<file path="config.mk">
export PLATFORM = sky130hd
export DESIGN_NAME = axis_uart_bridge_rx
export DESIGN_NICKNAME = d
export VERILOG_FILES = /design/src/rtl/axis_uart_bridge_rx.sv
export SDC_FILE = /design/constraint.sdc
export NUM_CORES = 1
export LEC_CHECK = 0
export BUFFER_PORTS_ARGS = -buffer_cell sky130_fd_sc_hd__buf_4
export CAP_MARGIN = 20
export CORE_UTILIZATION = 45
export CTS_BUF_LIST = sky130_fd_sc_hd__clkbuf_8
export DETAILED_ROUTE_END_ITERATION = 7
export GPL_TIMING_DRIVEN = 0
export PLACE_DENSITY = 0.61
export SYNTH_ARGS = -nofsm -noshare
export SYNTH_HDL_FRONTEND = slang
export SYNTH_SLANG_ARGS = --single-unit
</file>
<file path="constraint.sdc">
create_clock -name clk -period 19.4 [get_ports clk]
set_input_delay 0.97 -clock clk [delete_from_list [all_inputs] [get_ports clk]]
set_output_delay 0.97 -clock clk [all_outputs]
set_load 0.02 [all_outputs]
</file>
<file path="src/rtl/axis_uart_bridge_rx.sv">
// UART receiver (8N1) that packs N_BYTES received bytes, first byte in the low lane, into one AXI-Stream beat.
// Optional inter-byte timeout for partial words: define AXIS_UART_BRIDGE_RX_TIMEOUT_EN.
module axis_uart_bridge_rx #(
    parameter int UART_SPEED   = 115200,
    parameter int FREQ_HZ      = 100000000,
    parameter int N_BYTES      = 32,
    parameter int TIMEOUT_BITS = 64
) (
    input  logic                   clk,
    input  logic                   reset,
    input  logic                   UART_RX,
    output logic [N_BYTES*8-1:0]   M_AXIS_TDATA,
    output logic                   M_AXIS_TVALID,
    input  logic                   M_AXIS_TREADY,
    output logic                   FRAME_ERR,
    output logic                   OVERFLOW
);

    localparam int BIT_TICKS = FREQ_HZ / UART_SPEED;
    localparam int HALF      = BIT_TICKS / 2;
    localparam int TICK_W    = $clog2(BIT_TICKS + 1);
    localparam int CNT_W     = $clog2(N_BYTES + 1);
    localparam int WORD_W    = N_BYTES * 8;

    localparam logic [TICK_W-1:0] TICK_HALF_M1 = TICK_W'(HALF - 1);
    localparam logic [TICK_W-1:0] TICK_BIT_M1  = TICK_W'(BIT_TICKS - 1);
    localparam logic [CNT_W-1:0]  CNT_LAST     = CNT_W'(N_BYTES - 1);

    // The start-bit mid-point sample needs at least two ticks per bit; a zero timeout is meaningless.
    if (BIT_TICKS < 2 || TIMEOUT_BITS < 1) begin : g_bad_params
        $error("axis_uart_bridge_rx: FREQ_HZ/UART_SPEED must be >= 2 and TIMEOUT_BITS >= 1");
    end

    typedef enum logic [1:0] {IDLE, START, DATA, STOP} state_t;

    state_t              state_q,     state_d;
    logic                rx_meta_q,   rx_meta_d;
    logic                rx_sync_q,   rx_sync_d;
    logic                rx_last_q,   rx_last_d;
    logic [TICK_W-1:0]   tick_q,      tick_d;
    logic [2:0]          bit_idx_q,   bit_idx_d;
    logic [7:0]          shift_q,     shift_d;
    logic [CNT_W-1:0]    byte_cnt_q,  byte_cnt_d;
    logic [WORD_W-1:0]   word_q,      word_d;
    logic [WORD_W-1:0]   tdata_q,     tdata_d;
    logic                tvalid_q,    tvalid_d;
    logic                frame_err_q, frame_err_d;
    logic                overflow_q,  overflow_d;
    logic                fall_edge;

`ifdef AXIS_UART_BRIDGE_RX_TIMEOUT_EN
    localparam int TO_CYCLES = TIMEOUT_BITS * BIT_TICKS;
    localparam int TO_W      = $clog2(TO_CYCLES + 1);
    localparam logic [TO_W-1:0] TO_LAST = TO_W'(TO_CYCLES - 1);

    logic [TO_W-1:0]     idle_cnt_q,  idle_cnt_d;
`endif

    assign fall_edge = rx_last_q & ~rx_sync_q;

    // NOTE: every _d gets a default on entry so no path through the case can infer a latch.
    always_comb begin
        state_d     = state_q;
        rx_meta_d   = UART_RX;
        rx_sync_d   = rx_meta_q;
        rx_last_d   = rx_sync_q;
        tick_d      = tick_q;
        bit_idx_d   = bit_idx_q;
        shift_d     = shift_q;
        byte_cnt_d  = byte_cnt_q;
        word_d      = word_q;
        tdata_d     = tdata_q;
        tvalid_d    = tvalid_q;
        frame_err_d = 1'b0;
        overflow_d  = 1'b0;

        if (tvalid_q && M_AXIS_TREADY) begin
            tvalid_d = 1'b0;
        end

        case (state_q)
            IDLE: begin
                if (fall_edge) begin
                    state_d = START;
                    tick_d  = '0;
                end
            end
            START: begin
                if (tick_q == TICK_HALF_M1) begin
                    tick_d    = '0;
                    bit_idx_d = '0;
                    state_d   = rx_sync_q ? IDLE : DATA;
                end else begin
                    tick_d = tick_q + TICK_W'(1);
                end
            end
            DATA: begin
                if (tick_q == TICK_BIT_M1) begin
                    tick_d    = '0;
                    shift_d   = {rx_sync_q, shift_q[7:1]};
                    bit_idx_d = bit_idx_q + 3'd1;
                    if (bit_idx_q == 3'd7) begin
                        state_d = STOP;
                    end
                end else begin
                    tick_d = tick_q + TICK_W'(1);
                end
            end
            STOP: begin
                if (tick_q == TICK_BIT_M1) begin
                    tick_d  = '0;
                    state_d = IDLE;
                    if (rx_sync_q) begin
                        for (int k = 0; k < N_BYTES; k++) begin
                            if (byte_cnt_q == CNT_W'(k)) begin
                                word_d[k*8 +: 8] = shift_q;
                            end
                        end
                        if (byte_cnt_q == CNT_LAST) begin
                            byte_cnt_d = '0;
                            // A full word only replaces the output if the old one is gone this cycle.
                            if (!tvalid_q || M_AXIS_TREADY) begin
                                tdata_d  = word_d;
                                tvalid_d = 1'b1;
                            end else begin
                                overflow_d = 1'b1;
                            end
                        end else begin
                            byte_cnt_d = byte_cnt_q + CNT_W'(1);
                        end
                    end else begin
                        frame_err_d = 1'b1;
                        byte_cnt_d  = '0;
                        word_d      = '0;
                    end
                end else begin
                    tick_d = tick_q + TICK_W'(1);
                end
            end
            default: state_d = IDLE;
        endcase

`ifdef AXIS_UART_BRIDGE_RX_TIMEOUT_EN
        idle_cnt_d = '0;
        if (state_q == IDLE && byte_cnt_q != '0 && !fall_edge) begin
            if (idle_cnt_q == TO_LAST) begin
                byte_cnt_d = '0;
                word_d     = '0;
            end else begin
                idle_cnt_d = idle_cnt_q + TO_W'(1);
            end
        end
`endif
    end

    // NOTE: state is updated with non-blocking assignments so every flop samples pre-edge values.
    always_ff @(posedge clk or posedge reset) begin
        if (reset) begin
            state_q     <= IDLE;
            rx_meta_q   <= 1'b1;
            rx_sync_q   <= 1'b1;
            rx_last_q   <= 1'b1;
            tick_q      <= '0;
            bit_idx_q   <= '0;
            shift_q     <= '0;
            byte_cnt_q  <= '0;
            word_q      <= '0;
            tdata_q     <= '0;
            tvalid_q    <= 1'b0;
            frame_err_q <= 1'b0;
            overflow_q  <= 1'b0;
        end else begin
            state_q     <= state_d;
            rx_meta_q   <= rx_meta_d;
            rx_sync_q   <= rx_sync_d;
            rx_last_q   <= rx_last_d;
            tick_q      <= tick_d;
            bit_idx_q   <= bit_idx_d;
            shift_q     <= shift_d;
            byte_cnt_q  <= byte_cnt_d;
            word_q      <= word_d;
            tdata_q     <= tdata_d;
            tvalid_q    <= tvalid_d;
            frame_err_q <= frame_err_d;
            overflow_q  <= overflow_d;
        end
    end

`ifdef AXIS_UART_BRIDGE_RX_TIMEOUT_EN
    always_ff @(posedge clk or posedge reset) begin
        if (reset) begin
            idle_cnt_q <= '0;
        end else begin
            idle_cnt_q <= idle_cnt_d;
        end
    end
`endif

    assign M_AXIS_TDATA  = tdata_q;
    assign M_AXIS_TVALID = tvalid_q;
    assign FRAME_ERR     = frame_err_q;
    assign OVERFLOW      = overflow_q;

endmodule

</file>
* After elaboration in Yosys (flattened, before gate mapping)
Cells that the tools add are included.
** Word-level totals
- Register bits after elaboration :: 547
- Bits of input ports :: 4
- Output and inout bits :: 259
- Logic and storage cells :: 135
** Cells by class
- Add/subtract/negate cells :: 3
- Equal/unequal tests :: 42
- Mux-type cells :: 63
- Bitwise operators :: 2
- Reductions and logical operators :: 12
** Operator list (number)
- 2-to-1 mux 256 bit :: 1
- 2-to-1 mux 8 bit :: 32
- == test 6 x 5 -> 1 bit (second input constant) :: 16
- == test 6 x 4 -> 1 bit (second input constant) :: 8
- 2-to-1 mux 10 bit :: 3
- one-hot mux 10 bit (3 select lines) :: 1
- == test 6 x 3 -> 1 bit (second input constant) :: 4
- 2-to-1 mux 1 bit :: 14
- == test 6 x 2 -> 1 bit (second input constant) :: 2
- 2-to-1 mux 2 bit :: 6
- 2-to-1 mux 6 bit :: 2
- adder 10 x 1 -> 10 bit (second input constant) :: 1
- == test 10 bit (second input constant) :: 1
- == test 10 x 9 -> 1 bit (second input constant) :: 1
- != test 2 bit (second input constant) :: 5
- AND reduction 5 bit :: 2
- one-hot mux 2 bit (4 select lines) :: 1
- adder 6 x 1 -> 6 bit (second input constant) :: 1
- == test 6 x 1 -> 1 bit (second input constant) :: 1
- zero test 6 bit :: 1
- 2-to-1 mux 3 bit :: 2
- one-hot mux 3 bit (2 select lines) :: 1
- == test 2 bit (second input constant) :: 2
- AND reduction 2 bit :: 2
- other kinds (12) :: 12

* Depth between registers and ports, before layout
Gate-level depths: netlist of the first run.
- Word-level depth :: 7
- Mapped depth :: 9
- Gate-level depth less buffers :: 6

* Worst setup path after synthesis of the first run
Ideal clock, no wire load.
- Kind :: register to register
- Start :: register tick_q[0]
- End :: register tdata_q[130], in the netlist M_AXIS_TDATA[130]
- Setup time :: 125 ps
- Data arrival time :: 2185 ps
- Data required time :: 19275 ps
- Setup slack :: 17090 ps
- Stages on the path, launching flop included :: 8
- Buffers on the path :: 2
- Period minus slack after synthesis :: 2310 ps
- Path through :: dfrtp_1 -> ha_1 -> nor4bb_1 -> nand4_1 -> nor4_2 -> buf_2 -> buf_4 -> mux2_2
** On the way
- Longest elaborated chain between the ends :: 2
** Ends and longest elaborated chain
- start, declared :: RTL line 40 : logic [TICK_W-1:0] tick_q, tick_d;
- start signal, assigned :: RTL line 177 : tick_q <= tick_d;
- == test 10 bit :: RTL line 110 : if (tick_q == TICK_BIT_M1) begin
- AND reduction 5 bit (no line)
- end signal, assigned :: RTL line 182 : tdata_q <= tdata_d;
- end, declared :: RTL line 45 : logic [WORD_W-1:0] tdata_q, tdata_d;
Every way passes these cells.
A chain may end at the register's enable or synchronous reset.

* Final worst setup path of the first run
- Start :: register byte_cnt_q[0]
- End :: register tdata_q[2], in the netlist M_AXIS_TDATA[2]
** On the way
- Longest elaborated chain between the ends :: 2
- Elaborated cells on any way between the ends :: 4
- Those cells by class :: eq/ne (1); mux (1); reduce/logical (2)
** Ends and longest elaborated chain
- start, declared :: RTL line 43 : logic [CNT_W-1:0] byte_cnt_q, byte_cnt_d;
- start signal, assigned :: RTL line 180 : byte_cnt_q <= byte_cnt_d;
- == test 6 x 5 -> 1 bit or zero test 6 bit (tied branches) :: RTL line 119, 115
- AND reduction 5 bit (no line) or 2-to-1 mux 8 bit (tied branches)
Parallel ways exist; a longest one is shown, timed or not.

==> flow_metrics.py, run 1 <==
metrics = {
    "layout": {
        "nFillCells": 4716,
        "final_layout_size_suffix_gt1_share_pct": 37.1,
        "area_growth_pct": 19.0,
        "final_common_cell": "dfrtp_1",
        "nNetsFinal": 2549,
        "final_cell_mix": "dfrtp_1 (536), mux2_2 (511), nand3_1 (332)",
        "finalNonFillerCells": 3305,
    },
    "floorplan": {
        "dieArea_um2": 56300,
        "row_count": 85,
        "core-area_um2": 54200,
        "initial_utilization_pct": 45.9,
        "fp.dieH_um": 237,
        "io_pins": 263,
        "die_w_um": 237,
    },
    "critical_path": {
        "path_delay_family": "buffers and inverters",
        "arrival_ps": 3960,
        "worstPathCellList": "ha_1 > and3b_1 > clkbuf_1 > nand2_1 > nor4_2 > buf_2 > buf_4 > mux2_2",
        "critical_path_class": "reg2reg",
        "path_max_fanout": 10,
        "crit_path_end_kind": "register",
        "cp-start-kind": "register",
        "cp.required_ps": 19970,
        "worst-path-buf-inv": 3,
        "cpPeakStageDelay_ps": 610,
        "cpMaxStageDelayCell": "nor4_2",
    },
    "power": {
        "ir_drop_uv": 43.9,
        "leakagePower_nw": 14.8,
        "power_density_nw_per_um2": 74.0,
    },
    "sta": {
        "finalCritPeriodShare_pct": 17.5,
        "relSlewSlack_pct": 30.3,
        "period_minus_slack_ps": 3400,
        "tightest_slew_ps": 1050,
        "setup_viol": 0,
        "fmax_ghz": 0.294,
        "drv_slew": 0,
        "skew_ps": 38.8,
        "rsz0062_at_grt": "no",
        "fin_hold_ws_ps": 320,
        "hold_viol_final": 0,
    },
    "synthesis": {
        "ys_ff_latch": 539,
        "yosysTopAreaCell": "dfrtp_1",
        "synth_edf_count": 0,
        "syn_inst": 2178,
        "syn_area_um2": 24900,
        "ys_types": 48,
        "avgSynthCellArea_um2": 11.4,
        "yosys.area.top_type_share_pct": 53.9,
        "synth_ff_type": "dfrtp_1",
        "yosysWarningCount": 0,
        "async_flop_share_pct": 100,
        "syn-num-nets": 2190,
        "synth.yosys.seq_area_share_pct": 54.2,
        "synthTopCellsByArea": "dfrtp_1 (54%), mux2_2 (23%), nand3_1 (6.7%)",
    },
    "routing": {
        "first_pass_iters": 6,
        "drtIter0Drc": 1900,
        "wl_per_cell_um": 23.1,
        "vias_per_cell": 5.83,
        "wl_um": 76200,
        "drc": 0,
        "vias": 19300,
        "antenna_left": 0,
    },
    "clocking": {
        "h-tree-depth": 3,
        "root_buffer": "clkbuf_8",
        "clk_latency_ps": 700,
        "ctsLongestPathBuffers": 3,
        "clock-sinks": 539,
        "postCtsResizedCells": 0,
        "cts_hold_buf": 0,
        "cts_tree": "built",
        "cts_buffers": 91,
        "post-cts-setup-buffer-count": 0,
        "clk_pin_slew_worst_paths_ps": 60,
    },
    "hold_path": {
        "hold_path_class": "in2async",
    },
    "place": {
        "dpl.cell_count": 3140,
        "io_buffers": 262,
        "dpl.hpwl_um": 51300,
        "place_congestion": 0.913,
    },
    "grt": {
        "grt_antenna_before_repair": 1,
        "grt_pass1_vias": 19200,
        "grt_usage_pct": 27.1,
        "grt_max_degree": 127,
        "grt-ovfl-total": 0,
        "grt_pass1_wl_um": 117000,
    },
    "run_status": {
        "status": "complete, no violations",
    },
    "job": {
        "drv_cap": 0,
    },
}
==> Yosys cell counts (3+ instances only) <==
library cell	number
buf_6	11
nor2b_1	8
dfrtp_1	536
nor2_1	23
o211ai_1	4
a21oi_1	23
and2_0	6
buf_4	24
clkbuf_1	114
nor3b_1	5
nand2b_1	5
a31oi_1	3
mux2_2	511
buf_2	23
nand3_1	332
o21ai_0	233
inv_1	7
nand2_1	163
o31ai_1	6
o21ai_1	76
or2_2	3
ha_1	8
and2_1	7
nand4_1	5
and3b_1	4
dfstp_2	3
nand3b_1	5
==> where the power goes <==
part           switching, W  leakage [nW]  internal [W]   total, W
clock              0.000469          1.07      0.000525   0.000994
combinational     0.0000514          6.18     0.0000137  0.0000650
sequential       0.00000513          7.52       0.00113    0.00113
==> per-stage QoR <==
step           power [W]  utilization, %  worst slack, ps  setup TNS, ps  area, um^2
3_5_place_dp     0.00122            51.4            15990              0       27900
5_1_grt          0.00227            54.6            15820              0       29600
2_1_floorplan    0.00120               -             3370              0       24900
3_3_place_gp     0.00122            51.2            -2310       -1201650       27700
6_report         0.00219            54.6            16000              0       29600
4_1_cts          0.00221            54.6            15970              0       29600
==> routing by layer <==
layer  vias up  track usage, %  wire length [um]
met5         -               0                 0
met4         0            9.76              2100
li1       8548               -                 -
met1      9854            38.4             33900
met3       133            4.52              5090
met2       729            41.9             35100
==> flip-flops by register name, summed over array words and instances (netlist names), named ones only <==
signal	count
M_AXIS_TVALID	1
shift_q	8
M_AXIS_TDATA	256
OVERFLOW	1
rx_last_d	1
word_q	248
tick_q	10
rx_last_q	1
FRAME_ERR	1
rx_meta_q	1
byte_cnt_q	6
state_q	1
bit_idx_q	3
==> cell families after synthesis <==
logic type	share of synthesized area (%)
multiplexers	23.1
adder cells (fa/ha/maj)	0.402
flip-flops	54.2
AO/OA/AOI/OAI	7.45
buffers and inverters	3.52
AND/OR/NAND/NOR	11.3
==> worst paths after layout <==
path	from	to	slack [ps]	depth (start not counted)
hold / removal	reset	M_AXIS_TDATA[226]$_DFFE_PP0P_	320	2
max in group asynchronous	reset	M_AXIS_TDATA[107]$_DFFE_PP0P_	16960	5
setup / recovery	byte_cnt_q[0]$_DFFE_PP0P_	M_AXIS_TDATA[2]$_DFFE_PP0P_	16000	8
hold reg to reg	rx_last_d$_DFF_PP1_	rx_last_q$_DFF_PP1_	370	0
min in group clk	rx_last_d$_DFF_PP1_	rx_last_q$_DFF_PP1_	370	0
setup reg to reg	byte_cnt_q[0]$_DFFE_PP0P_	M_AXIS_TDATA[2]$_DFFE_PP0P_	16000	8
==> cell type report <==
| class | instances | area (um^2) | share of cell area (%) |
|---|---|---|---|
| Sequential cell | 539 | 13500 | 45.5 |
| Buffer | 172 | 847 | 2.86 |
| Antenna cell | 1 | 2.50 | 0.00844 |
| Clock inverter | 54 | 259 | 0.874 |
| Timing Repair Buffer | 266 | 2080 | 7.01 |
| Tap cell | 696 | 871 | 2.94 |
| Clock buffer | 110 | 1510 | 5.11 |
| Inverter | 8 | 37.5 | 0.127 |
| Multi-Input combinational cell | 1459 | 10500 | 35.6 |
(Power assumes the default switching activity.)
==> inputs of run 2 (changes only) <==
--- a/config.mk
+++ b/config.mk
@@ -11,7 +11,7 @@
 export CTS_BUF_LIST = sky130_fd_sc_hd__clkbuf_8
 export DETAILED_ROUTE_END_ITERATION = 7
 export GPL_TIMING_DRIVEN = 0
-export PLACE_DENSITY = 0.61
+export PLACE_DENSITY = 0.63
 export SYNTH_ARGS = -nofsm -noshare
 export SYNTH_HDL_FRONTEND = slang
 export SYNTH_SLANG_ARGS = --single-unit
==> constraint.sdc (replaced) <==
create_clock -name clk -period 2.85 [get_ports clk]
set_input_delay 0.1425 -clock clk [delete_from_list [all_inputs] [get_ports clk]]
set_output_delay 0.1425 -clock clk [all_outputs]
set_load 0.02 [all_outputs]
==> flow_metrics.py, run 2 (synthesized netlist as in run 1, its figures left out) <==
metrics = {
    "hold_path": {
        "hold_path_class": "in2async",
    },
    "sta": {
        "setup_ws_ps": 89.0,
        "setup_viol": 0,
        "drv_slew": 0,
        "tightest_slew_ps": 912,
        "hold_viol_final": 0,
        "fin_hold_ws_ps": 79.5,
        "skew_ps": 43.2,
        "finalCritPeriodShare_pct": 96.9,
        "fmax_ghz": 0.362,
        "rsz0062_at_grt": "no",
        "relSlewSlack_pct": 39.2,
        "period_minus_slack_ps": 2760,
    },
    "layout": {
        "fin_util_pct": 55.3,
        "final_common_cell": "dfrtp_1",
        "largest_reg_flops": 256,
        "nNetsFinal": 2561,
        "finalNonFillerCells": 3310,
        "final_cell_mix": "dfrtp_1 (536), mux2_2 (511), nand3_1 (332)",
        "area_growth_pct": 20.4,
        "final_layout_size_suffix_gt1_share_pct": 39.2,
    },
    "routing": {
        "vias": 19400,
        "first_pass_iters": 6,
        "drc": 0,
        "drtIter0Drc": 1941,
        "wl_per_cell_um": 22.9,
        "antenna_left": 0,
        "wl_um": 75900,
        "vias_per_cell": 5.86,
    },
    "critical_path": {
        "cpMaxStageDelayCell": "dfrtp_1",
        "cpPeakStageDelay_ps": 430,
        "critical_path_class": "reg2reg",
        "rrSetupSlack_ps": 90,
        "cp-start-kind": "register",
        "worst-path-buf-inv": 3,
        "crit_path_end_kind": "register",
        "r2r_end": "M_AXIS_TDATA[176]$_DFFE_PP0P_",
        "worstRegToRegCells": 8,
        "cp.required_ps": 3410,
        "path_delay_family": "buffers and inverters",
        "arrival_ps": 3320,
        "path_max_fanout": 10,
        "timing.rr.start": "byte_cnt_q[0]$_DFFE_PP0P_",
        "worstPathCellList": "inv_1 > ha_1 > and3b_1 > clkbuf_1 > nand2_1 > clkbuf_1 > mux2_2 > mux2_2",
    },
    "grt": {
        "grt_pass1_wl_um": 117000,
        "grt_usage_pct": 27.0,
        "grt_max_degree": 45,
        "grt_antenna_before_repair": 1,
        "grt-ovfl-total": 0,
        "grt_pass1_vias": 19200,
    },
    "clocking": {
        "clk_pin_slew_worst_paths_ps": 60,
        "ctsLongestPathBuffers": 3,
        "cts_buffers": 91,
        "clk_latency_ps": 690,
        "clock-sinks": 539,
        "cts_tree": "built",
        "root_buffer": "clkbuf_8",
        "h-tree-depth": 3,
    },
    "place": {
        "io_buffers": 262,
        "dpl.cell_count": 3151,
        "dpl.hpwl_um": 52000,
        "place_congestion": 0.916,
        "place_ws_ps": -508,
    },
    "run_status": {
        "status": "complete, no violations",
    },
    "power": {
        "power_density_nw_per_um2": 500,
        "swShare_pct": 23.9,
        "leakagePower_nw": 14.9,
        "ir_drop_uv": 326,
        "p_seq_share_pct": 51.6,
        "p_int_w": 0.0114,
        "p_clk_share_pct": 45.2,
        "power_switching_w": 0.00359,
        "comb_power_share_pct": 3.3,
    },
    "floorplan": {
        "row_count": 85,
        "fp.dieH_um": 237,
        "io_pins": 263,
        "core-area_um2": 54200,
        "die_w_um": 237,
        "dieArea_um2": 56300,
        "initial_utilization_pct": 45.9,
    },
    "job": {
        "drv_cap": 0,
    },
}
run 2: worst register-to-register path, delay by kind of cell, from the launching register on:
kind | cells | cell delay, ps
adder cells (fa/ha/maj) | 1 | 220
buffers and inverters | 3 | 750
flip-flops | 1 | 430
multiplexers | 2 | 670
AND/OR/NAND/NOR | 2 | 570
run 2: worst max-delay path by stage:
| stage | from | to | cells past startpoint |
|---|---|---|---|
| after floorplan | reset | FRAME_ERR$_DFF_PP0_ | 1 |
| after global placement | reset | M_AXIS_TDATA[97]$_DFFE_PP0P_ | 2 |
| after detailed placement | byte_cnt_q[0]$_DFFE_PP0P_ | M_AXIS_TDATA[252]$_DFFE_PP0P_ | 8 |
| after CTS | byte_cnt_q[0]$_DFFE_PP0P_ | M_AXIS_TDATA[38]$_DFFE_PP0P_ | 7 |
| after global routing | rx_last_d$_DFF_PP1_ | word_q[50]$_DFFE_PP0P_ | 7 |
| final | byte_cnt_q[0]$_DFFE_PP0P_ | M_AXIS_TDATA[176]$_DFFE_PP0P_ | 8 |
run 2: timing repair:
| action | in CTS | in global routing |
|---|---|---|
| gates resized for setup | 24 | 23 |
| endpoints found under the hold margin | 73 | 0 |
| buffers inserted | 1 | 0 |
| hold buffers | 3 | 0 |
| pin swaps | 1 | 0 |
| setup endpoints to repair | 462 | 249 |
run 2: power groups by stage:
stage / combinational (W) / clock (W) / sequential, W
floorplan: 0.000301 / 0 / 0.00786
global placement: 0.000417 / 0 / 0.00787
detailed placement: 0.000480 / 0 / 0.00786
CTS: 0.000488 / 0.00689 / 0.00772
global route: 0.000543 / 0.00726 / 0.00772
finish: 0.000489 / 0.00677 / 0.00772
run 2: cell type report:
type | count | area (um^2)
antenna | 1 | 2.50
buffer | 169 | 862
clock buffer | 114 | 1570
clock inverter | 43 | 199
fill | 4687 | 24200
inverter | 8 | 35.0
multi-input combinational | 1459 | 10600
sequential | 539 | 13500
tap | 696 | 871
timing repair buffer | 281 | 2310
run 2: layer usage:
metal  up-vias  routed length, um  track usage, %
met5         -                  0               0
met4         0               2060            9.76
met3       136               5680            4.90
met2       827              35100            41.7
met1      9850              33000            38.3
li1       8581                  -               -
run 2: metrics by stage:
step	area [um^2]	setup TNS [ps]	power [W]
finish	30000	0	0.0150
global route	30000	0	0.0155
CTS	29900	0	0.0151
detailed placement	28100	-114030	0.00834
global placement	27700	-4113270	0.00829
floorplan	24900	-2484040	0.00816
==> inputs of run 3 (changes only) <==
--- a/config.mk
+++ b/config.mk
@@ -5,6 +5,7 @@
 export SDC_FILE = /design/constraint.sdc
 export NUM_CORES = 1
 export LEC_CHECK = 0
+export ABC_AREA = 1
 export BUFFER_PORTS_ARGS = -buffer_cell sky130_fd_sc_hd__buf_4
 export CAP_MARGIN = 20
 export CORE_UTILIZATION = 45
==> flow_metrics.py, run 3 <==
metrics = {
    "sta": {
        "setup_tns_ps": 0,
        "period_minus_slack_ps": 2730,
        "drv_slew": 0,
        "hold_viol_final": 0,
        "rsz0062_at_grt": "no",
        "setup_viol": 0,
        "tightest_slew_ps": 1090,
        "relSlewSlack_pct": 27.2,
        "skew_ps": 35.0,
        "fmax_ghz": 0.367,
        "finalCritPeriodShare_pct": 95.7,
    },
    "clocking": {
        "clk_pin_slew_worst_paths_ps": 70,
        "cts_buffers": 93,
        "clk_latency_ps": 700,
        "clock-sinks": 547,
        "root_buffer": "clkbuf_8",
        "h-tree-depth": 3,
        "post-cts-setup-buffer-count": 0,
        "cts_tree": "built",
        "ctsLongestPathBuffers": 3,
    },
    "place": {
        "place_congestion": 0.870,
        "postPlaceCellArea_um2": 27600,
        "dpl.hpwl_um": 52100,
        "io_buffers": 262,
    },
    "grt": {
        "grt_usage_pct": 27.1,
        "grt_pass1_wl_um": 119000,
        "grt_antenna_before_repair": 0,
        "grt_max_degree": 45,
        "grt_pass1_vias": 22000,
        "grt-ovfl-total": 0,
    },
    "routing": {
        "drtIter0Drc": 2180,
        "wl_met2_um": 34800,
        "antenna_left": 0,
        "vias": 22700,
        "wl_met3_um": 5330,
        "drc": 0,
        "routed.top_layer": "met4",
        "first_pass_iters": 6,
        "routedLengthMet1_um": 32900,
        "wl_um": 75700,
        "vias_per_cell": 5.38,
        "wl_per_cell_um": 17.9,
    },
    "synthesis": {
        "ys_ff_latch": 547,
        "synthTopCellsByArea": "dfrtp_1 (56%), nand2_1 (25%), nand4_1 (6.8%)",
        "syn_inst": 3069,
        "synth_edf_count": 0,
        "synth.most_common_cell": "nand2_1",
        "synth_commonest_cells": "nand2_1 (1606), dfrtp_1 (544), nand4_1 (267)",
        "async_flop_share_pct": 100,
        "ys_types": 28,
        "synth.yosys.seq_area_share_pct": 55.9,
        "avgSynthCellArea_um2": 7.98,
        "syn-num-nets": 3081,
        "synth_ff_type": "dfrtp_1",
        "yosys.area.top_type_share_pct": 55.6,
        "yosysWarningCount": 0,
        "yosysTopAreaCell": "dfrtp_1",
        "syn_area_um2": 24500,
    },
    "floorplan": {
        "fp.dieH_um": 235,
        "row_count": 85,
        "io_pins": 263,
        "initial_utilization_pct": 45.5,
        "die_w_um": 235,
        "dieArea_um2": 55400,
        "core-area_um2": 53800,
    },
    "layout": {
        "final_common_cell": "nand2_1",
        "area_growth_pct": 21.4,
        "finalInstanceArea_um2": 29700,
        "final_layout_size_suffix_gt1_share_pct": 15.3,
        "nFillCells": 4983,
        "fin_util_pct": 55.3,
        "final_cell_mix": "nand2_1 (1606), dfrtp_1 (544), nand4_1 (267)",
        "nNetsFinal": 3457,
    },
    "critical_path": {
        "worstRegToRegCells": 11,
        "rrSetupSlack_ps": 120,
        "startpoint": "byte_cnt_q[1]$_DFFE_PP0P_",
        "cp-start-kind": "register",
        "arrival_ps": 3290,
        "crit_path_end_kind": "register",
        "cp.required_ps": 3420,
        "r2r_end": "M_AXIS_TDATA[211]$_DFFE_PP0P_",
        "path_max_fanout": 10,
        "crit_path_end": "M_AXIS_TDATA[211]$_DFFE_PP0P_",
        "critical_path_class": "reg2reg",
        "timing.rr.start": "byte_cnt_q[1]$_DFFE_PP0P_",
    },
    "power": {
        "swShare_pct": 25.3,
        "p_int_w": 0.0123,
        "power_w": 0.0165,
        "p_clk_share_pct": 46.4,
        "comb_power_share_pct": 6.0,
        "power_density_nw_per_um2": 554,
        "power_switching_w": 0.00417,
        "leakagePower_nw": 16.1,
        "ir_drop_uv": 308,
        "p_seq_share_pct": 47.6,
    },
    "hold_path": {
        "holdCritStartpoint": "UART_RX",
        "hold_path_class": "in2reg",
    },
    "run_status": {
        "status": "complete, no violations",
    },
    "job": {
        "drv_cap": 0,
    },
}
-- run 3: kinds of logic after synthesis --
family | Yosys count | synth area share, %
AOI/OAI and AO/OA | 287 | 5.89
xor gates and xnor gates | 2 | 0.0715
adders and majority gates | 8 | 0.409
buffers and inverters | 270 | 4.66
DFF | 547 | 55.9
and+or+nand+nor | 1955 | 33.1
-- run 3: routing by layer --
metal / global-route usage [%] / vias up
met2: 42.9 / 857
met1: 36.8 / 11000
met4: 11.9 / 0
met5: 0 / -
li1: - / 10700
met3: 4.70 / 166
-- run 3: area by class of cell --
cell class	instances	area, um^2	area share, %
flip-flops and latches	547	13700	46.0
multi-input cells	2252	9660	32.5
repair buffers	281	2310	7.78
clock buffers	122	1680	5.65
plain buffers	231	1000	3.37
well taps	696	871	2.93
clock inverters	52	365	1.23
inverters	39	150	0.505
diodes	1	2.50	0.00841
-- run 3: repair_timing --
action	4_1_cts	5_1_grt
hold endpoints to repair	120	0
resized for setup	1	6
hold buffers	4	0
endpoints found under the setup margin	100	200
cloned	0	0
-- run 3: worst min path at each step --
stage                                    to  cells past startpoint
5_1_grt                 rx_meta_q$_DFF_PP1_                      2
3_5_place_dp   M_AXIS_TDATA[89]$_DFFE_PP0P_                      2
2_1_floorplan           rx_meta_q$_DFF_PP1_                      0
3_3_place_gp            rx_meta_q$_DFF_PP1_                      1
6_report                rx_meta_q$_DFF_PP1_                      2
4_1_cts                 rx_meta_q$_DFF_PP1_                      2
-- run 3: through the flow --
step	instances	worst slack (ps)	hold WS [ps]
2_1_floorplan	3069	-4730	147
3_3_place_gp	4027	-7720	295
3_5_place_dp	4042	-153	176
4_1_cts	4220	34.2	111
5_1_grt	4220	11.3	140
6_report	4221	122	160
-- run 3: power by group through the flow --
stage                     Clock, W  Sequential, W  Combinational, W
after global routing       0.00814        0.00784           0.00112
final                      0.00763        0.00784          0.000996
after global placement           0        0.00799          0.000898
after floorplan                  0        0.00798          0.000665
after detailed placement         0        0.00797          0.000983
after CTS                  0.00778        0.00783          0.000993
-- run 3: worst max-delay path: stages (launching register included) --
cell and delay [ps]:
dfrtp_1 390, ha_1 150, buf_2 300, inv_1 110, nor2_2 200, nand2_1 150, nor2_4 230, nand4_1 290
clkbuf_4 380, buf_2 260, nand2_1 80, nand2_1 50
